--- src/rtl/mem_pkg.sv ---
// Shared types and constants for the SRAM/UART memory arbiter.
// Used by mem_arbiter and its UART sequencer.
package mem_pkg;

    localparam int SRAM_ADDR_W = 18;

    localparam logic [15:0] UART_DATA_DEF = 16'hBF00;
    localparam logic [15:0] UART_STAT_DEF = 16'hBF01;

    typedef enum logic [3:0] {
        IDLE,
        SRAM_RD,
        SRAM_WR,
        SRAM_WR_REL,
        UART_RD_WAIT,
        UART_RD,
        UART_WR,
        UART_WR_TBRE,
        UART_WR_TSRE,
        DONE
    } state_t;

endpackage

--- src/rtl/uart_seq.sv ---
// UART read/write strobe sequencer.
// Started from the arbiter's IDLE decision; done is high in its final cycle.
module uart_seq
    import mem_pkg::*;
(
    input  logic        clk,
    input  logic        rst,
    input  logic        start_rd,
    input  logic        start_wr,
    input  logic [15:0] uart_rdata,
    input  logic        data_ready,
    input  logic        tbre,
    input  logic        tsre,
    output logic        rdn,
    output logic        wrn,
    output logic        drive,
    output logic        done,
    output logic [15:0] rdata
);

    state_t state;
    logic   rd_cnt;
    logic   unused_hi;

    assign unused_hi = ^uart_rdata[15:8];
    assign rdata     = {8'b0, uart_rdata[7:0]};

    assign done = (state == UART_RD && rd_cnt)
               || (state == UART_WR_TSRE && tsre);

    always_ff @(posedge clk) begin
        if (!rst) begin
            state  <= IDLE;
            rd_cnt <= 1'b0;
            rdn    <= 1'b1;
            wrn    <= 1'b1;
            drive  <= 1'b0;
        end else begin
            unique case (state)
                IDLE: begin
                    if (start_rd) begin
                        state <= UART_RD_WAIT;
                    end else if (start_wr) begin
                        state <= UART_WR;
                        wrn   <= 1'b0;
                        drive <= 1'b1;
                    end
                end
                UART_RD_WAIT: begin
                    if (data_ready) begin
                        state  <= UART_RD;
                        rdn    <= 1'b0;
                        rd_cnt <= 1'b0;
                    end
                end
                UART_RD: begin
                    if (rd_cnt) begin
                        state <= IDLE;
                        rdn   <= 1'b1;
                    end else begin
                        rd_cnt <= 1'b1;
                    end
                end
                UART_WR: begin
                    state <= UART_WR_TBRE;
                    wrn   <= 1'b1;
                    drive <= 1'b0;
                end
                UART_WR_TBRE: begin
                    if (tbre) state <= UART_WR_TSRE;
                end
                UART_WR_TSRE: begin
                    if (tsre) state <= IDLE;
                end
                default: state <= IDLE;
            endcase
        end
    end

endmodule

--- src/rtl/mem_arbiter.sv ---
// Arbiter and strobe sequencer for the shared SRAM and UART.
// Data requests win over fetches; UART sequences run in uart_seq.
module mem_arbiter
    import mem_pkg::*;
#(
    parameter int          WAIT_CYCLES    = 1,
    parameter logic [15:0] UART_DATA_ADDR = UART_DATA_DEF,
    parameter logic [15:0] UART_STAT_ADDR = UART_STAT_DEF
) (
    input  logic                   clk,
    input  logic                   rst,
    input  logic                   if_req,
    input  logic [15:0]            if_addr,
    output logic [15:0]            if_rdata,
    output logic                   if_ready,
    input  logic                   mem_read,
    input  logic                   mem_write,
    input  logic [15:0]            mem_addr,
    input  logic [15:0]            mem_wdata,
    output logic [15:0]            mem_rdata,
    output logic                   mem_ready,
    output logic                   mem_conflict,
    output logic [SRAM_ADDR_W-1:0] sram_addr,
    output logic [15:0]            sram_wdata,
    input  logic [15:0]            sram_rdata,
    output logic                   sram_drive,
    output logic                   sram_en_n,
    output logic                   sram_oe_n,
    output logic                   sram_we_n,
    input  logic [15:0]            uart_rdata,
    input  logic                   data_ready,
    input  logic                   tbre,
    input  logic                   tsre,
    output logic                   rdn,
    output logic                   wrn
);

    state_t      state;
    logic [1:0]  cnt;
    logic [15:0] addr_q;
    logic [15:0] wdata_q;
    logic        fetch_q;
    logic        drive_q;

    logic        data_req;
    logic        hit_data;
    logic        hit_stat;
    logic        start_rd;
    logic        start_wr;
    logic        u_drive;
    logic        u_done;
    logic [15:0] u_rdata;

    assign data_req     = mem_read | mem_write;
    assign hit_data     = mem_addr == UART_DATA_ADDR;
    assign hit_stat     = mem_addr == UART_STAT_ADDR;
    assign start_rd     = (state == IDLE) & mem_read & hit_data;
    assign start_wr     = (state == IDLE) & mem_write & hit_data;
    assign mem_conflict = data_req & if_req;

    assign sram_addr  = {2'b00, addr_q};
    assign sram_wdata = wdata_q;
    assign sram_drive = drive_q | u_drive;

    uart_seq u_uart (
        .clk        (clk),
        .rst        (rst),
        .start_rd   (start_rd),
        .start_wr   (start_wr),
        .uart_rdata (uart_rdata),
        .data_ready (data_ready),
        .tbre       (tbre),
        .tsre       (tsre),
        .rdn        (rdn),
        .wrn        (wrn),
        .drive      (u_drive),
        .done       (u_done),
        .rdata      (u_rdata)
    );

    always_ff @(posedge clk) begin
        if (!rst) begin
            state     <= IDLE;
            cnt       <= 2'd0;
            addr_q    <= 16'h0;
            wdata_q   <= 16'h0;
            fetch_q   <= 1'b0;
            drive_q   <= 1'b0;
            sram_en_n <= 1'b1;
            sram_oe_n <= 1'b1;
            sram_we_n <= 1'b1;
            if_ready  <= 1'b0;
            mem_ready <= 1'b0;
            if_rdata  <= 16'h0;
            mem_rdata <= 16'h0;
        end else begin
            if_ready  <= 1'b0;
            mem_ready <= 1'b0;
            unique case (state)
                IDLE: begin
                    cnt <= 2'(WAIT_CYCLES);
                    if (data_req) begin
                        addr_q  <= mem_addr;
                        wdata_q <= mem_wdata;
                        fetch_q <= 1'b0;
                        unique case (1'b1)
                            hit_data: begin
                                state <= mem_read ? UART_RD_WAIT : UART_WR;
                            end
                            hit_stat: begin
                                if (mem_read) begin
                                    mem_rdata <= {14'b0, data_ready, tbre & tsre};
                                end
                                mem_ready <= 1'b1;
                                state     <= DONE;
                            end
                            default: begin
                                sram_en_n <= 1'b0;
                                if (mem_read) begin
                                    sram_oe_n <= 1'b0;
                                    state     <= SRAM_RD;
                                end else begin
                                    sram_we_n <= 1'b0;
                                    drive_q   <= 1'b1;
                                    state     <= SRAM_WR;
                                end
                            end
                        endcase
                    end else if (if_req) begin
                        addr_q    <= if_addr;
                        fetch_q   <= 1'b1;
                        sram_en_n <= 1'b0;
                        sram_oe_n <= 1'b0;
                        state     <= SRAM_RD;
                    end
                end
                SRAM_RD: begin
                    if (cnt == 2'd0) begin
                        sram_en_n <= 1'b1;
                        sram_oe_n <= 1'b1;
                        state     <= DONE;
                        if (fetch_q) begin
                            if_rdata <= sram_rdata;
                            if_ready <= 1'b1;
                        end else begin
                            mem_rdata <= sram_rdata;
                            mem_ready <= 1'b1;
                        end
                    end else begin
                        cnt <= cnt - 2'd1;
                    end
                end
                SRAM_WR: begin
                    if (cnt == 2'd0) begin
                        sram_we_n <= 1'b1;
                        state     <= SRAM_WR_REL;
                    end else begin
                        cnt <= cnt - 2'd1;
                    end
                end
                SRAM_WR_REL: begin
                    sram_en_n <= 1'b1;
                    drive_q   <= 1'b0;
                    mem_ready <= 1'b1;
                    state     <= DONE;
                end
                // uart_seq owns the strobes; we only wait for its done
                UART_RD_WAIT, UART_WR: begin
                    if (u_done) begin
                        if (state == UART_RD_WAIT) mem_rdata <= u_rdata;
                        mem_ready <= 1'b1;
                        state     <= DONE;
                    end
                end
                DONE: state <= IDLE;
                default: state <= IDLE;
            endcase
        end
    end

endmodule

--- config.mk ---
export PLATFORM = sky130hd
export DESIGN_NAME = mem_arbiter
export DESIGN_NICKNAME = d
export VERILOG_FILES = /design/src/rtl/mem_pkg.sv /design/src/rtl/uart_seq.sv /design/src/rtl/mem_arbiter.sv
export SDC_FILE = /design/constraint.sdc
export NUM_CORES = 1
export LEC_CHECK = 0
export BUFFER_PORTS_ARGS = -buffer_cell sky130_fd_sc_hd__buf_2
export CAP_MARGIN = 20
export CORE_MARGIN = 1.5
export CORE_UTILIZATION = 35
export CTS_CLUSTER_SIZE = 14
export DETAILED_ROUTE_END_ITERATION = 7
export SLEW_MARGIN = 10
export SYNTH_ARGS = -nofsm -noshare
export SYNTH_HDL_FRONTEND = slang
export SYNTH_SLANG_ARGS = --single-unit
--- constraint.sdc ---
create_clock -name clk -period 5.1 [get_ports clk]
set_input_delay 0.51 -clock clk [delete_from_list [all_inputs] [get_ports clk]]
set_output_delay 0.51 -clock clk [all_outputs]
set_load 0.05 [all_outputs]
==> summary.txt, run 1 <==
Run status
  – Outcome: finished, final reports clean

CTS
  – Insertion delay to the later sink of the worst-skew pair: ~0.35 ns
  – Post-CTS clock slew at the launch and capture registers of the worst setup and hold paths: approximately 0.080 ns
  – Clock root buffer: sky130_fd_sc_hd__clkbuf_8
  – Clock Sinks: 85
  – Count of hold buffers inserted by post-cts repair: 0
  – Buffer count from post-CTS setup fixing: 0
  – Htree depth: 3
  – Clock tree from TritonCTS: built
  – Number of buffers inserted during clock tree synthesis: 9
  – Total of cells resized after clock tree synthesis: 0
  – Max clock buf depth: 2

Die
  – Area of the core: roughly 10,000 um^2
  – Die height: approximately 110 um
  – Initial core utilization: 0.363
  – Overall die area: about 11,000 um^2
  – Number of placement rows: 37
  – Horizontal die dimension: 107 um
  – I/O pin cnt: ~160

Synthesis
  – Yosys top cell area share: 0.450
  – EDFF count, synth: 0
  – Synthesized cell area: approximately 3800 um^2
  – Cell accounting for the most synthesized area: sky130_fd_sc_hd__dfxtp_1
  – Post-synth ARST share: 0
  – Dominant register cell in the synthesized netlist: sky130_fd_sc_hd__dfxtp_1
  – Gate count after technology mapping: ~470
  – Sequential-to-total area share from yosys stat: 0.450
  – Synth Register Bits: 85
  – Top post-synthesis cells by area: sky130_fd_sc_hd__dfxtp_1 (45%), sky130_fd_sc_hd__nand2_1 (9.9%), sky130_fd_sc_hd__a21oi_1 (7.0%)
  – Number of distinct standard cells referenced by the synthesized netlist: 54
  – Most frequent cell after synthesis: sky130_fd_sc_hd__nand2_1
  – Mapped Avg Cell Area: 8.03 um^2
  – Count of yosys warnings during synthesis: 0
  – Most numerous cell types in the synthesized netlist: sky130_fd_sc_hd__nand2_1 (100), sky130_fd_sc_hd__dfxtp_1 (85), sky130_fd_sc_hd__a21oi_1 (53), sky130_fd_sc_hd__nor2_1 (35), sky130_fd_sc_hd__clkbuf_1 (31)

Detailed routing
  – Number of DRC markers after the initial detailed-route iteration: between 150 and 200
  – Total via count in the routed design: 3,847
  – Via-to-Cell Ratio: 5.21
  – Post-route antenna net violation count: 0
  – Wire length per cell: 14.5 um
  – Total DRC errors in the routed layout: 0
  – First-pass DRT Iterations: 4
  – Final Routed Wirelength: ~11,000 um

Timing
  – Pins Over Slew Limit: 0
  – Final-layout setup total negative slack: 0 ns
  – Unrepaired setup endpoints after global routing: no
  – Slew at the pin with the worst max-slew slack: roughly 0.87 ns
  – Worst slew margin: 0.423
  – Max Freq: 0.401 GHz
  – Final critical path time including I/O delays and setup: 2.50 ns
  – Final setup violation count: 0
  – Post-route fraction of the period consumed by the critical path: 0.489
  – Post-route clock skew: approximately 0.0032 ns
  – Fin. Hold Viols: 0

GRT
  – Number of global-route vias before repair: approximately 3,600
  – Antenna violations before repair: 0
  – Global-route wire length before repair: between 15,000 and 20,000 um
  – Grt ovf: 0
  – Largest net degree at the start of global routing: 50
  – Global Route Usage Sum: 0.189

Pwr
  – Reported leakage power: approximately 2.0 nW
  – Worst ir drop on vdd: between 0.2 and 0.25 mV
  – Total power divided by cell area: 576 nW/um^2

Min path
  – Type of the most critical hold path: in2reg

Critical path
  – Critical Setup Path Class: reg2reg
  – Reg-to-Reg Start: cnt[0]
  – Critical-path top delay cell: sky130_fd_sc_hd__or3b_2
  – Capturing element of the worst setup path: mem_rdata[14]
  – Cell count along the critical path: 7
  – Critical Path AT: between 2 and 3 ns
  – Worst path bufs/invs: 1
  – Terminus of the critical flop-to-flop path: mem_rdata[14]
  – Crit path launch type: register
  – Worst path max stage delay: ~0.48 ns
  – Dominant delay contributor by cell family on the critical path: simple AND/OR/NAND/NOR gates
  – Launch point of the critical path: cnt[0]
  – Cell-by-cell listing of the critical path: inv_1 -> ha_1 -> or3b_2 -> a22oi_1 -> o211a_1 -> and2_4 -> mux2i_1
  – Biggest fanout along the worst timing path: 16
  – Worst Setup End Kind: register
  – WP data required: about 5.4 ns
  – Number of cells on the worst reg-to-reg path: 7
  – Reg2reg setup slack: between 2 and 3 ns

Place
  – Final estimated routing congestion in global placement: around 0.8
  – Placed Instances: approximately 720
  – Placed standard-cell area: ~4600 um^2
  – Detailed Place HPWL: 7640 um
  – Number of port buffers: around 150

Layout
  – Fraction of final layout cells with drive strength greater than 1: 0.307
  – Post-route design area: 4720 um^2
  – Nets: 689
  – Area growth from synthesis to layout: 24.9%
  – Util after Layout: 0.453
  – Cell Count, Final, Fillers Out: between 700 and 800
  – Number of diodes added for antenna fixing: 0

Run
  – # Max-Cap Violations: 0
==> registers in the layout (all words and copies together), names as in the netlist <==
register / flops
cnt: 2
drive_q: 1
sram_en_n: 1
u_uart.state: 4
if_ready: 1
addr_q: 16
u_uart.drive: 1
state: 4
u_uart.wrn: 1
u_uart.rdn: 1
sram_we_n: 1
mem_rdata: 16
u_uart.rd_cnt: 1
sram_oe_n: 1
sram_wdata: 16
if_rdata: 16
mem_ready: 1
fetch_q: 1
==> routing by layer <==
layer  GRT usage  routed length (um)
met5           0                   0
met4      0.0924                 259
met3      0.0523                 778
met2       0.303                5010
met1       0.234                4670
==> cell families (layout without fill, tap and decap cells) <==
family,after synthesis,after routing,share of synthesized area
AO/OA/AOI/OAI,133,133,0.219
adder cells (fa/ha/maj),2,2,0.00596
multiplexers,11,11,0.0291
AND/OR/NAND/NOR,191,191,0.233
other,1,2,0.000992
buffers and inverters,47,178,0.0586
XOR/XNOR,1,1,0.00232
flip-flops,85,85,0.450
==> report_power, final <==
group	switching, mW	internal (mW)	total [mW]
Sequential	0.105	0.829	0.933
Clock	0.240	0.169	0.409
Combinational	0.997	0.381	1.38
==> worst register-to-register path: cells and delay by family (launching register included) <==
kind / cells / cell delay [ns]
muxes: 1 / 0.23
and+or+nand+nor: 2 / 0.85
buffers and inverters: 1 / 0.06
AOI/OAI and AO/OA: 2 / 0.56
DFF: 1 / 0.32
adders and majority gates: 1 / 0.40
==> layout by cell type, fill, tap and decap left out, types with 4 or more instances in the layout <==
cell type                  count
sky130_fd_sc_hd__a21oi_1      53
sky130_fd_sc_hd__buf_4         6
sky130_fd_sc_hd__dfxtp_1      85
sky130_fd_sc_hd__clkbuf_8      9
sky130_fd_sc_hd__a311oi_1     18
sky130_fd_sc_hd__nand3_1      18
sky130_fd_sc_hd__nand2_1     100
sky130_fd_sc_hd__inv_1         4
sky130_fd_sc_hd__o21ai_0      29
sky130_fd_sc_hd__a211oi_1      7
sky130_fd_sc_hd__mux2i_1      11
sky130_fd_sc_hd__buf_2       152
sky130_fd_sc_hd__nor3b_1       4
sky130_fd_sc_hd__a22oi_1      11
sky130_fd_sc_hd__nor2_1       35
==> area by class of cell <==
class                           instances  area, um^2
Multi-Input combinational cell        340        1870
Clock inverter                          5        30.0
Inverter                                5        18.8
Timing Repair Buffer                  159         811
Sequential cell                        85        1700
Fill cell                            1095        5690
Clock buffer                            9         124
Tap cell                              136         170
==> worst min path at each step <==
stage / endpoint / start / cells after the start
after floorplan: u_uart.drive / u_uart.drive / 2
after global placement: u_uart.wrn / u_uart.wrn / 1
after detailed placement: mem_rdata[10] / mem_rdata[10] / 2
after CTS: sram_wdata[1] / mem_wdata[1] / 3
after global routing: sram_wdata[1] / mem_wdata[1] / 3
final: sram_wdata[0] / mem_wdata[0] / 3
==> stage by stage <==
step | power (mW) | setup WS (ns) | hold slack [ns]
final | 2.72 | 2.60 | 0.388
after global placement | 2.30 | 2.47 | 0.433
after floorplan | 2.05 | 2.76 | 0.429
after global routing | 2.90 | 2.45 | 0.373
after CTS | 2.75 | 2.61 | 0.373
after detailed placement | 2.34 | 2.47 | 0.444
Power figures use the tool's default switching activity.
==> run 2, diff against run 1 <==
Clock period 5.1 ns to 2.25 ns, I/O delays scaled along.
==> run 2 against run 1 <==
Against the previous run:
- clock power rose to 2.7 times the previous value
- register-to-register slack worse by 2.4 ns
- hold slack got worse by 0.28 ns
- final cell count grew 1.5%
- count of clock-buffer cells in the layout is the same
- sequential share of layout area fell by 0.94 points
- sequential cell count stayed put
- critical path depth is 3 lower
- utilization up 1.2 points
- critical path type unchanged
- largest power group unchanged
==> summary.txt, run 2 (same netlist as run 1, synthesis figures left out) <==
Critical path
  – Critical Setup Path Class: reg2reg
  – Worst path max stage delay: around 0.6 ns
  – Reg-to-Reg Start: state[0]
  – Biggest fanout along the worst timing path: 15
  – WP data required: around 2.5 ns
  – Number of cells on the worst reg-to-reg path: 4
  – Worst Setup End Kind: register
  – Critical Path AT: ~2.3 ns
  – Terminus of the critical flop-to-flop path: u_uart.state[1]
  – Crit path launch type: register
  – Reg2reg setup slack: 0.24 ns
  – Cell-by-cell listing of the critical path: or4_1 -> nor2_1 -> nand3_1 -> a2111oi_0
  – Critical-path top delay cell: sky130_fd_sc_hd__or4_1

Layout
  – Leading cell type in the layout, fill and taps excluded: sky130_fd_sc_hd__buf_2
  – Post-route design area: approximately 4800 um^2
  – Nets: between 600 and 700
  – Total area of multi-input combinational cells: ~1900 um^2
  – Most used cells in the layout excluding fill and tap cells: sky130_fd_sc_hd__buf_2 (152), sky130_fd_sc_hd__nand2_1 (100), sky130_fd_sc_hd__dfxtp_1 (85)
  – Area growth from synthesis to layout: 28.3%
  – Number of fill cells: 1,095
  – Fraction of final layout cells with drive strength greater than 1: 0.319
  – Number of diodes added for antenna fixing: 0
  – Sequential Area: 1700 um^2

GRT
  – Global Route Usage Sum: 0.186
  – Met2 usage in global routing: 0.305
  – Top Usage Layer GRT: met2
  – Grt ovf: 0
  – Global-route wire length before repair: 17,100 um
  – Largest net degree at the start of global routing: 44
  – Antenna violations before repair: 0
  – Grt met1 use: 0.233
  – Grt met3 use: 0.0632
  – Number of global-route vias before repair: 3,596

Pwr
  – Cell Int Power: 3.37 mW
  – Fraction of power consumed by combinational cells: 0.506
  – Worst ir drop on vdd: between 0.4 and 0.5 mV
  – Reported leakage power: 2.11 nW
  – Part of the total power dissipated in the clock network: 0.170
  – Switching power: between 3 and 4 mW
  – Switching power as a share of total power: 0.479
  – Sequential share of power: 0.325
  – Total power divided by cell area: 1330 nW/um^2

Die
  – Overall die area: about 11,000 um^2
  – Initial core utilization: 0.363
  – Area of the core: around 10,000 um^2
  – Die height: roughly 110 um
  – Number of placement rows: 37
  – Horizontal die dimension: 107 um
  – I/O pin cnt: 163

Detailed routing
  – First-pass DRT Iterations: 4
  – Via-to-Cell Ratio: between 5 and 6
  – Total DRC errors in the routed layout: 0
  – Total via count in the routed design: 3,828
  – Number of DRC markers after the initial detailed-route iteration: 215
  – Post-route antenna net violation count: 0
  – Wire length per cell: between 10 and 15 um
  – Final Routed Wirelength: 10,500 um

Timing
  – Fin worst setup slack: about 0.24 ns
  – Worst slew margin: 0.647
  – Final critical path time including I/O delays and setup: around 2 ns
  – Final-layout setup total negative slack: 0 ns
  – Post-route fraction of the period consumed by the critical path: 0.895
  – Post-route clock skew: 0.00978 ns
  – Max Freq: between 0.4 and 0.5 GHz
  – Unrepaired setup endpoints after global routing: no
  – Final setup violation count: 0
  – Fin. Hold Viols: 0
  – Pins Over Slew Limit: 0
  – Slew at the pin with the worst max-slew slack: roughly 0.53 ns

CTS
  – Total of cells resized after clock tree synthesis: 0
  – Clock tree from TritonCTS: built
  – Clock Sinks: between 80 and 90
  – Insertion delay to the later sink of the worst-skew pair: about 0.35 ns
  – Buffer count from post-CTS setup fixing: 0
  – Max clock buf depth: 2
  – Number of buffers inserted during clock tree synthesis: 9
  – Clock root buffer: sky130_fd_sc_hd__clkbuf_8
  – Count of hold buffers inserted by post-cts repair: 0
  – Post-CTS clock slew at the launch and capture registers of the worst setup and hold paths: ~0.09 ns
  – Htree depth: 3

Min path
  – Hold Crit Start: sram_rdata[2]
  – Type of the most critical hold path: in2reg
  – Instance count along the most critical hold path: 3
  – Hold EP: if_rdata[2]

Place
  – Worst slack, placed: 0.106 ns
  – Placed standard-cell area: ~4700 um^2
  – Detailed Place HPWL: between 7000 and 8000 um
  – Number of port buffers: between 150 and 200
  – Final estimated routing congestion in global placement: around 0.84

Run
  – # Max-Cap Violations: 0

Run status
  – Outcome: finished, final reports clean
## run 2: power by group through the flow
| stage | registers [mW] | clock network [mW] | logic [mW] |
|---|---|---|---|
| floorplan | 3.24 | 0 | 1.41 |
| global placement | 2.12 | 0 | 3.25 |
| detailed placement | 2.13 | 0 | 3.30 |
| CTS | 2.10 | 1.14 | 3.30 |
| global route | 2.15 | 1.20 | 3.53 |
| finish | 2.10 | 1.10 | 3.27 |
## run 2: per-stage QoR
step | hold slack [ns] | std cells | util | power [mW]
after floorplan | 0.361 | 472 | - | 4.65
after global placement | 0.432 | 734 | 0.446 | 5.37
after detailed placement | 0.436 | 734 | 0.446 | 5.43
after CTS | 0.0898 | 750 | 0.465 | 6.54
after global routing | 0.0832 | 750 | 0.465 | 6.88
final | 0.109 | 750 | 0.465 | 6.47
## run 2: cell type report
class                           count  area share
Clock buffer                        9      0.0255
Inverter                            5     0.00387
Multi-Input combinational cell    340       0.385
Tap cell                          136      0.0351
Clock inverter                      7      0.0152
Timing Repair Buffer              168       0.184
Sequential cell                    85       0.351
## run 2: routing by layer
metal | up-vias | share of wire | wire, um
li1 | 1930 | - | -
met1 | 1777 | 0.44 | 4650
met2 | 112 | 0.48 | 5010
met3 | 9 | 0.073 | 763
met4 | 0 | 0.0085 | 89
met5 | - | 0 | 0
## run 2: how the worst max path moves through the flow
stage                            from              end  slack (ns)  cells after the start
after floorplan           mem_addr[7]    mem_rdata[11]        0.23                      7
after global placement    mem_addr[7]     mem_rdata[8]        0.15                      6
after detailed placement  mem_addr[7]     mem_rdata[1]        0.11                      7
after CTS                    state[0]  u_uart.state[1]        0.25                      4
after global routing         state[0]  u_uart.state[1]        0.11                      4
final                        state[0]  u_uart.state[1]        0.24                      4
## run 2: worst max-delay path, delay by kind of cell (launching register included)
| kind | cells | cell delay (ns) |
|---|---|---|
| simple gates | 3 | 1.04 |
| flops | 1 | 0.48 |
| compound gates | 1 | 0.38 |
